`src/rtl/colour_pkg.sv`:
```
// Shared colour-space constants and helpers for the HSV/RGB565 display pipelines.
// This package is also imported by the hue-detect pipeline, so treat every name here as a shared interface.
package colour_pkg;

   localparam int HUE_MAX    = 360;
   localparam int HUE_SECTOR = 60;
   localparam int FRAC_MULT  = 1092;

   localparam int R_MSB = 15;
   localparam int R_LSB = 11;
   localparam int R_W   = 5;
   localparam int G_MSB = 10;
   localparam int G_LSB = 5;
   localparam int G_W   = 6;
   localparam int B_MSB = 4;
   localparam int B_LSB = 0;
   localparam int B_W   = 5;

   typedef enum logic [2:0] {
      SECTOR_0 = 3'd0,
      SECTOR_1 = 3'd1,
      SECTOR_2 = 3'd2,
      SECTOR_3 = 3'd3,
      SECTOR_4 = 3'd4,
      SECTOR_5 = 3'd5
   } sector_t;

   // Each 8-bit channel keeps only its top bits. The low bits are dropped without rounding.
   function automatic logic [15:0] packRgb565(input logic [7:0] r, input logic [7:0] g,
                                              input logic [7:0] b);
      logic [15:0] w;
      w = 16'h0000;
      w[R_MSB:R_LSB] = r[7:8-R_W];
      w[G_MSB:G_LSB] = g[7:8-G_W];
      w[B_MSB:B_LSB] = b[7:8-B_W];
      return w;
   endfunction

endpackage

```
`src/rtl/hsv_scale.sv`:
```
// Combinational brightness scaler: y = (V * (256 - x)) >> 8.
// The result always fits in 8 bits because 255 * 256 >> 8 = 255.
module hsv_scale (
   input  logic [7:0] i_val,
   input  logic [7:0] i_x,
   output logic [7:0] o_y
);

   assign o_y = 8'(({8'd0, i_val} * (16'd256 - {8'd0, i_x})) >> 8);

endmodule

```
`src/rtl/hsv_to_rgb565.sv`:
```
// Three-stage HSV to RGB565 converter. The stages are sector split, scaled terms, and select/pack.
// It accepts one pixel per cycle and has no backpressure. Bubbles pass through unchanged.
module hsv_to_rgb565
   import colour_pkg::*;
#(
   parameter int LATENCY = 3
) (
   input  logic        i_clk,
   input  logic        i_rst,
   input  logic [15:0] i_hue,
   input  logic [7:0]  i_sat,
   input  logic [7:0]  i_val,
   input  logic        i_valid,
   output logic [15:0] o_data,
   output logic        o_valid
);

   if (LATENCY != 3) begin : gIllegalLatency
      $error("hsv_to_rgb565: LATENCY must be 3");
   end

   logic [8:0]  w_hueC;
   sector_t     w_sector;
   logic [8:0]  w_base;
   logic [5:0]  w_rem;
   logic [7:0]  w_f;

   logic        r_s0Valid;
   sector_t     r_s0Sector;
   logic [7:0]  r_s0F;
   logic [7:0]  r_s0Sat;
   logic [7:0]  r_s0Val;

   logic [7:0]  w_sf;
   logic [7:0]  w_sfc;
   logic [7:0]  w_p;
   logic [7:0]  w_q;
   logic [7:0]  w_t;

   logic        r_s1Valid;
   sector_t     r_s1Sector;
   logic [7:0]  r_s1P;
   logic [7:0]  r_s1Q;
   logic [7:0]  r_s1T;
   logic [7:0]  r_s1Val;

   logic [7:0]  w_r;
   logic [7:0]  w_g;
   logic [7:0]  w_b;

   logic        r_valid;
   logic [15:0] r_data;

   // Any hue of 360 or more is treated as red.
   // The sector comes from threshold compares, so no divider is needed.
   always_comb begin
      w_hueC   = (i_hue > 16'(HUE_MAX - 1)) ? 9'd0 : i_hue[8:0];
      w_sector = SECTOR_0;
      w_base   = 9'd0;
      if (w_hueC >= 9'(5 * HUE_SECTOR)) begin
         w_sector = SECTOR_5;
         w_base   = 9'(5 * HUE_SECTOR);
      end else if (w_hueC >= 9'(4 * HUE_SECTOR)) begin
         w_sector = SECTOR_4;
         w_base   = 9'(4 * HUE_SECTOR);
      end else if (w_hueC >= 9'(3 * HUE_SECTOR)) begin
         w_sector = SECTOR_3;
         w_base   = 9'(3 * HUE_SECTOR);
      end else if (w_hueC >= 9'(2 * HUE_SECTOR)) begin
         w_sector = SECTOR_2;
         w_base   = 9'(2 * HUE_SECTOR);
      end else if (w_hueC >= 9'(HUE_SECTOR)) begin
         w_sector = SECTOR_1;
         w_base   = 9'(HUE_SECTOR);
      end
      w_rem = 6'(w_hueC - w_base);
      w_f   = 8'(({10'd0, w_rem} * 16'(FRAC_MULT)) >> 8);
   end

   always_ff @(posedge i_clk) begin
      if (i_rst) begin
         r_s0Valid  <= 1'b0;
         r_s0Sector <= SECTOR_0;
         r_s0F      <= 8'd0;
         r_s0Sat    <= 8'd0;
         r_s0Val    <= 8'd0;
      end else begin
         r_s0Valid <= i_valid;
         if (i_valid) begin
            r_s0Sector <= w_sector;
            r_s0F      <= w_f;
            r_s0Sat    <= i_sat;
            r_s0Val    <= i_val;
         end
      end
   end

   assign w_sf  = 8'(({8'd0, r_s0Sat} * {8'd0, r_s0F}) >> 8);
   assign w_sfc = 8'(({8'd0, r_s0Sat} * {8'd0, 8'd255 - r_s0F}) >> 8);

   hsv_scale uScaleP (.i_val(r_s0Val), .i_x(r_s0Sat), .o_y(w_p));
   hsv_scale uScaleQ (.i_val(r_s0Val), .i_x(w_sf),    .o_y(w_q));
   hsv_scale uScaleT (.i_val(r_s0Val), .i_x(w_sfc),   .o_y(w_t));

   always_ff @(posedge i_clk) begin
      if (i_rst) begin
         r_s1Valid  <= 1'b0;
         r_s1Sector <= SECTOR_0;
         r_s1P      <= 8'd0;
         r_s1Q      <= 8'd0;
         r_s1T      <= 8'd0;
         r_s1Val    <= 8'd0;
      end else begin
         r_s1Valid <= r_s0Valid;
         if (r_s0Valid) begin
            r_s1Sector <= r_s0Sector;
            r_s1P      <= w_p;
            r_s1Q      <= w_q;
            r_s1T      <= w_t;
            r_s1Val    <= r_s0Val;
         end
      end
   end

   always_comb begin
      w_r = r_s1Val;
      w_g = r_s1T;
      w_b = r_s1P;
      case (r_s1Sector)
         SECTOR_0: begin w_r = r_s1Val; w_g = r_s1T;   w_b = r_s1P;   end
         SECTOR_1: begin w_r = r_s1Q;   w_g = r_s1Val; w_b = r_s1P;   end
         SECTOR_2: begin w_r = r_s1P;   w_g = r_s1Val; w_b = r_s1T;   end
         SECTOR_3: begin w_r = r_s1P;   w_g = r_s1Q;   w_b = r_s1Val; end
         SECTOR_4: begin w_r = r_s1T;   w_g = r_s1P;   w_b = r_s1Val; end
         SECTOR_5: begin w_r = r_s1Val; w_g = r_s1P;   w_b = r_s1Q;   end
         default:  begin w_r = r_s1Val; w_g = r_s1T;   w_b = r_s1P;   end
      endcase
   end

   // The output word keeps its previous value during bubbles, so downstream sees the last pixel.
   always_ff @(posedge i_clk) begin
      if (i_rst) begin
         r_valid <= 1'b0;
         r_data  <= 16'h0000;
      end else begin
         r_valid <= r_s1Valid;
         if (r_s1Valid) begin
            r_data <= packRgb565(w_r, w_g, w_b);
         end
      end
   end

   assign o_valid = r_valid;
   assign o_data  = r_data;

endmodule
```
`config.mk`:
```
export PLATFORM = sky130hd
export DESIGN_NAME = hsv_to_rgb565
export DESIGN_NICKNAME = d
export VERILOG_FILES = /design/src/rtl/colour_pkg.sv /design/src/rtl/hsv_scale.sv /design/src/rtl/hsv_to_rgb565.sv
export SDC_FILE = /design/constraint.sdc
export NUM_CORES = 1
export LEC_CHECK = 0
export ABC_AREA = 1
export CORE_MARGIN = 4
export CORE_UTILIZATION = 40
export DETAILED_ROUTE_END_ITERATION = 16
export PLACE_DENSITY_LB_ADDON = 0.05
export RECOVER_POWER = 100
export SYNTH_ARGS = -nofsm -noshare
export SYNTH_HDL_FRONTEND = slang
export SYNTH_SLANG_ARGS = --single-unit
```
`constraint.sdc`:
```
create_clock -name i_clk -period 10.7 [get_ports i_clk]
set_input_delay 2.14 -clock i_clk [delete_from_list [all_inputs] [get_ports i_clk]]
set_output_delay 2.14 -clock i_clk [all_outputs]
set_load 0.01 [all_outputs]
```
==> impl_metrics.env <==
export IMPL_status="finished with violations"
export IMPL_violations="max-capacitance violations, max-slew violations"
export IMPL_drive_above_1_share_pct=3.65
export IMPL_synthesis_nets=2412
export IMPL_dieArea_um2=39200
export IMPL_hold_violations=0
export IMPL_grt_setup_unrepaired="no"
export IMPL_crit_arrival_ps=9830
export IMPL_grt_antenna_before_repair=0
export IMPL_worstPathMaxFanout=12
export IMPL_n_antenna_cell=0
export IMPL_fill_cells=3812
export IMPL_seq_area_frac_synth_pct=10.1
export IMPL_grt_pass1_wl_um=68200
export IMPL_syn_inst=2009
export IMPL_p_leak_nw=8.82
export IMPL_ir_worst_vdd_uv=341
export IMPL_synthXorXnorAreaFrac_pct=2.28
export IMPL_cts_resized=0
export IMPL_multi_input_area_um2=11000
export IMPL_die_h_um=198
export IMPL_start_util_pct=40.5
export IMPL_power_per_cell_area_nw_per_um2=234
export IMPL_drt_iter0_markers=722
export IMPL_relSlewSlack_pct=-41.1
export IMPL_path_class="reg -> reg"
export IMPL_clk_latency_ps=360
export IMPL_synth_compound_area_share_pct=9.85
export IMPL_wirelength_um=40200
export IMPL_avgSynthCellArea_um2=7.18
export IMPL_skew_ps=11.8
export IMPL_synth_top_family_by_area="adder cells"
export IMPL_grt_remaining_overflow=0
export IMPL_grt_total_usage_pct=21.6
export IMPL_setup_tns_ps=0
export IMPL_finalCriticalPeriod_ps=9580
export IMPL_synth_seq_cells=73
export IMPL_required_ps=10950
export IMPL_synthAdderAreaFrac_pct=41.9
export IMPL_vias=12500
export IMPL_ys_warn_count=0
export IMPL_root_buffer="clkbuf_16"
export IMPL_area_growth_pct=8.69
export IMPL_hold_buffers=0
export IMPL_dr_pass1_iters=5
export IMPL_fin_util_pct=44.1
export IMPL_rows=69
export IMPL_cts_tree="built"
export IMPL_post_cts_buffers=0
export IMPL_gp_congestion=0.892
export IMPL_ys_types=53
export IMPL_tightestPinTransition_ps=2120
export IMPL_clk_pin_slew_ps=70
export IMPL_viasPerCell=5.01
export IMPL_numCtsBuffers=9
export IMPL_maxCapViolCount=2
export IMPL_ios=52
export IMPL_endpoint_kind="flop"
export IMPL_setup_viol=0
export IMPL_nets=2428
export IMPL_place_hpwl_um=33400
export IMPL_cts_max_path_buffers=2
export IMPL_cts_sinks=73
export IMPL_syn_area_um2=14400
export IMPL_ant_nets=0
export IMPL_synthMuxAreaShare_pct=0
export IMPL_htreeDepth=3
export IMPL_cpPeakStageDelay_ps=620
export IMPL_slew_violations=51
export IMPL_cpMaxStageDelayCell="dfxtp_1"
export IMPL_routedWlPerCell_um=16.1
export IMPL_min_period_over_period_pct=89.6
export IMPL_crit_top_cell="fa_1"
export IMPL_synth_simple_area_share_pct=22.1
export IMPL_grt_max_degree=51
export IMPL_clock_fmax_mhz=104
export IMPL_die_w_um=198
export IMPL_drc=0
export IMPL_regArea_um2=1460
export IMPL_hold_class="reg -> reg"
export IMPL_first_global_vias=13000
export IMPL_core_um2=35600
export IMPL_portBuffers=51
export IMPL_cp_start_kind="flop"
## sequential cells by signal (all words and copies together) (netlist names)
name,flops
r_s0F,8
o_valid,1
r_s1Val,6
r_s1Sector,3
r_s1T,6
r_s0Sat,8
r_s1Q,6
r_s0Valid,1
r_s1Valid,1
r_s0Val,8
r_s1P,6
r_s0Sector,3
o_data,16
## area by class of cell
class                      instances  share of cell area (%)
multi-input combinational       1411                    69.9
inverter                         465                    11.2
tap                              461                    3.68
clock inverter                     6                   0.575
timing repair buffer              65                    3.88
sequential                        73                    9.32
clock buffer                      10                    1.46
## cell usage after synthesis (all sizes together)
library cell	n	share of area, %
o22ai	4	0.17
nor4b	1	0.061
nor3	27	1.0
or2	12	0.52
buf	4	0.18
ha	176	15
a41oi	1	0.061
fa	192	27
nand4	14	0.65
a2111oi	1	0.061
nand3	66	2.4
a221oi	8	0.49
clkbuf	56	1.5
o21ai	81	2.8
nor4	2	0.087
clkinv	11	0.29
a21oi	106	3.7
a31oi	9	0.39
o21bai	3	0.18
inv	454	12
xnor2	11	0.67
xor2	24	1.6
a22oi	3	0.16
a211oi	4	0.21
nand2	367	9.9
o221ai	2	0.12
o211ai	14	0.73
and3	3	0.13
o2111ai	5	0.30
dfxtp	73	10
a31o	2	0.12
a21o	3	0.16
nor2	261	7.0
nand3b	5	0.26
o21a	3	0.16
o31ai	1	0.052
## metrics by stage
| step | cell area (um^2) | instances | power [mW] | setup slack [ps] | hold slack [ps] |
|---|---|---|---|---|---|
| after CTS | 15700 | 2491 | 3.74 | 1330 | 472 |
| after floorplan | 14400 | 2009 | 2.66 | 2190 | 442 |
| after global routing | 15700 | 2491 | 4.27 | 294 | 501 |
| after detailed placement | 15400 | 2475 | 3.37 | 1370 | 459 |
| final | 15700 | 2491 | 3.67 | 1120 | 466 |
| after global placement | 15400 | 2475 | 3.33 | 1530 | 456 |
## cells in the final DEF (no fill, tap or decap), drive strengths merged, types with 12 or more instances in the layout
| cell type | instances |
|---|---|
| nor3 | 27 |
| xor2 | 24 |
| clkdlybuf4s50 | 32 |
| fa | 192 |
| a21oi | 106 |
| nand3 | 66 |
| o21ai | 81 |
| nor2 | 261 |
| clkinv | 12 |
| dfxtp | 73 |
| inv | 456 |
| or2 | 12 |
| nand2 | 367 |
| o211ai | 14 |
| ha | 176 |
| buf | 12 |
| clkbuf | 12 |
| dlygate4sd3 | 19 |
| nand4 | 14 |
## kinds of logic (layout without fill, tap and decap cells)
logic type / Yosys count / in the layout
and+or+nand+nor: 758 / 758
xor gates and xnor gates: 35 / 35
buffers and inverters: 525 / 546
AOI/OAI and AO/OA: 250 / 250
DFF: 73 / 73
adders and majority gates: 368 / 368
## metal layers
| metal | global-route usage, % | up-vias | routed length [um] |
|---|---|---|---|
| li1 | - | 6205 | - |
| met5 | 0 | - | 0 |
| met3 | 2.40 | 34 | 1560 |
| met2 | 35.8 | 230 | 18500 |
| met1 | 30.8 | 6020 | 19500 |
| met4 | 4.31 | 0 | 572 |
## worst max-delay path: cells and delay by family (launching register included)
family | cells | cell delay [ps]
adders and majority gates | 11 | 4760
and+or+nand+nor | 14 | 2000
AOI/OAI and AO/OA | 6 | 1260
buffers and inverters | 8 | 840
DFF | 1 | 620
## report_power, final
part           internal [mW]  switching (mW)  total (mW)
Combinational           1.08            1.92        3.00
Sequential             0.295          0.0368       0.332
Clock                  0.206           0.135       0.340
## worst paths after layout
kind                           startpoint                      to  slack [ps]  cells after the start
setup / recovery  r_s0Sat[4]$_SDFFE_PP0P_   r_s1T[6]$_SDFFE_PP0P_        1120                     39
hold / removal     o_data[0]$_SDFFE_PP0P_  o_data[0]$_SDFFE_PP0P_         470                      2
setup reg to reg  r_s0Sat[4]$_SDFFE_PP0P_   r_s1T[6]$_SDFFE_PP0P_        1120                     39
hold reg to reg    o_data[0]$_SDFFE_PP0P_  o_data[0]$_SDFFE_PP0P_         470                      2
No activity file was read; power rests on OpenSTA's default activity.
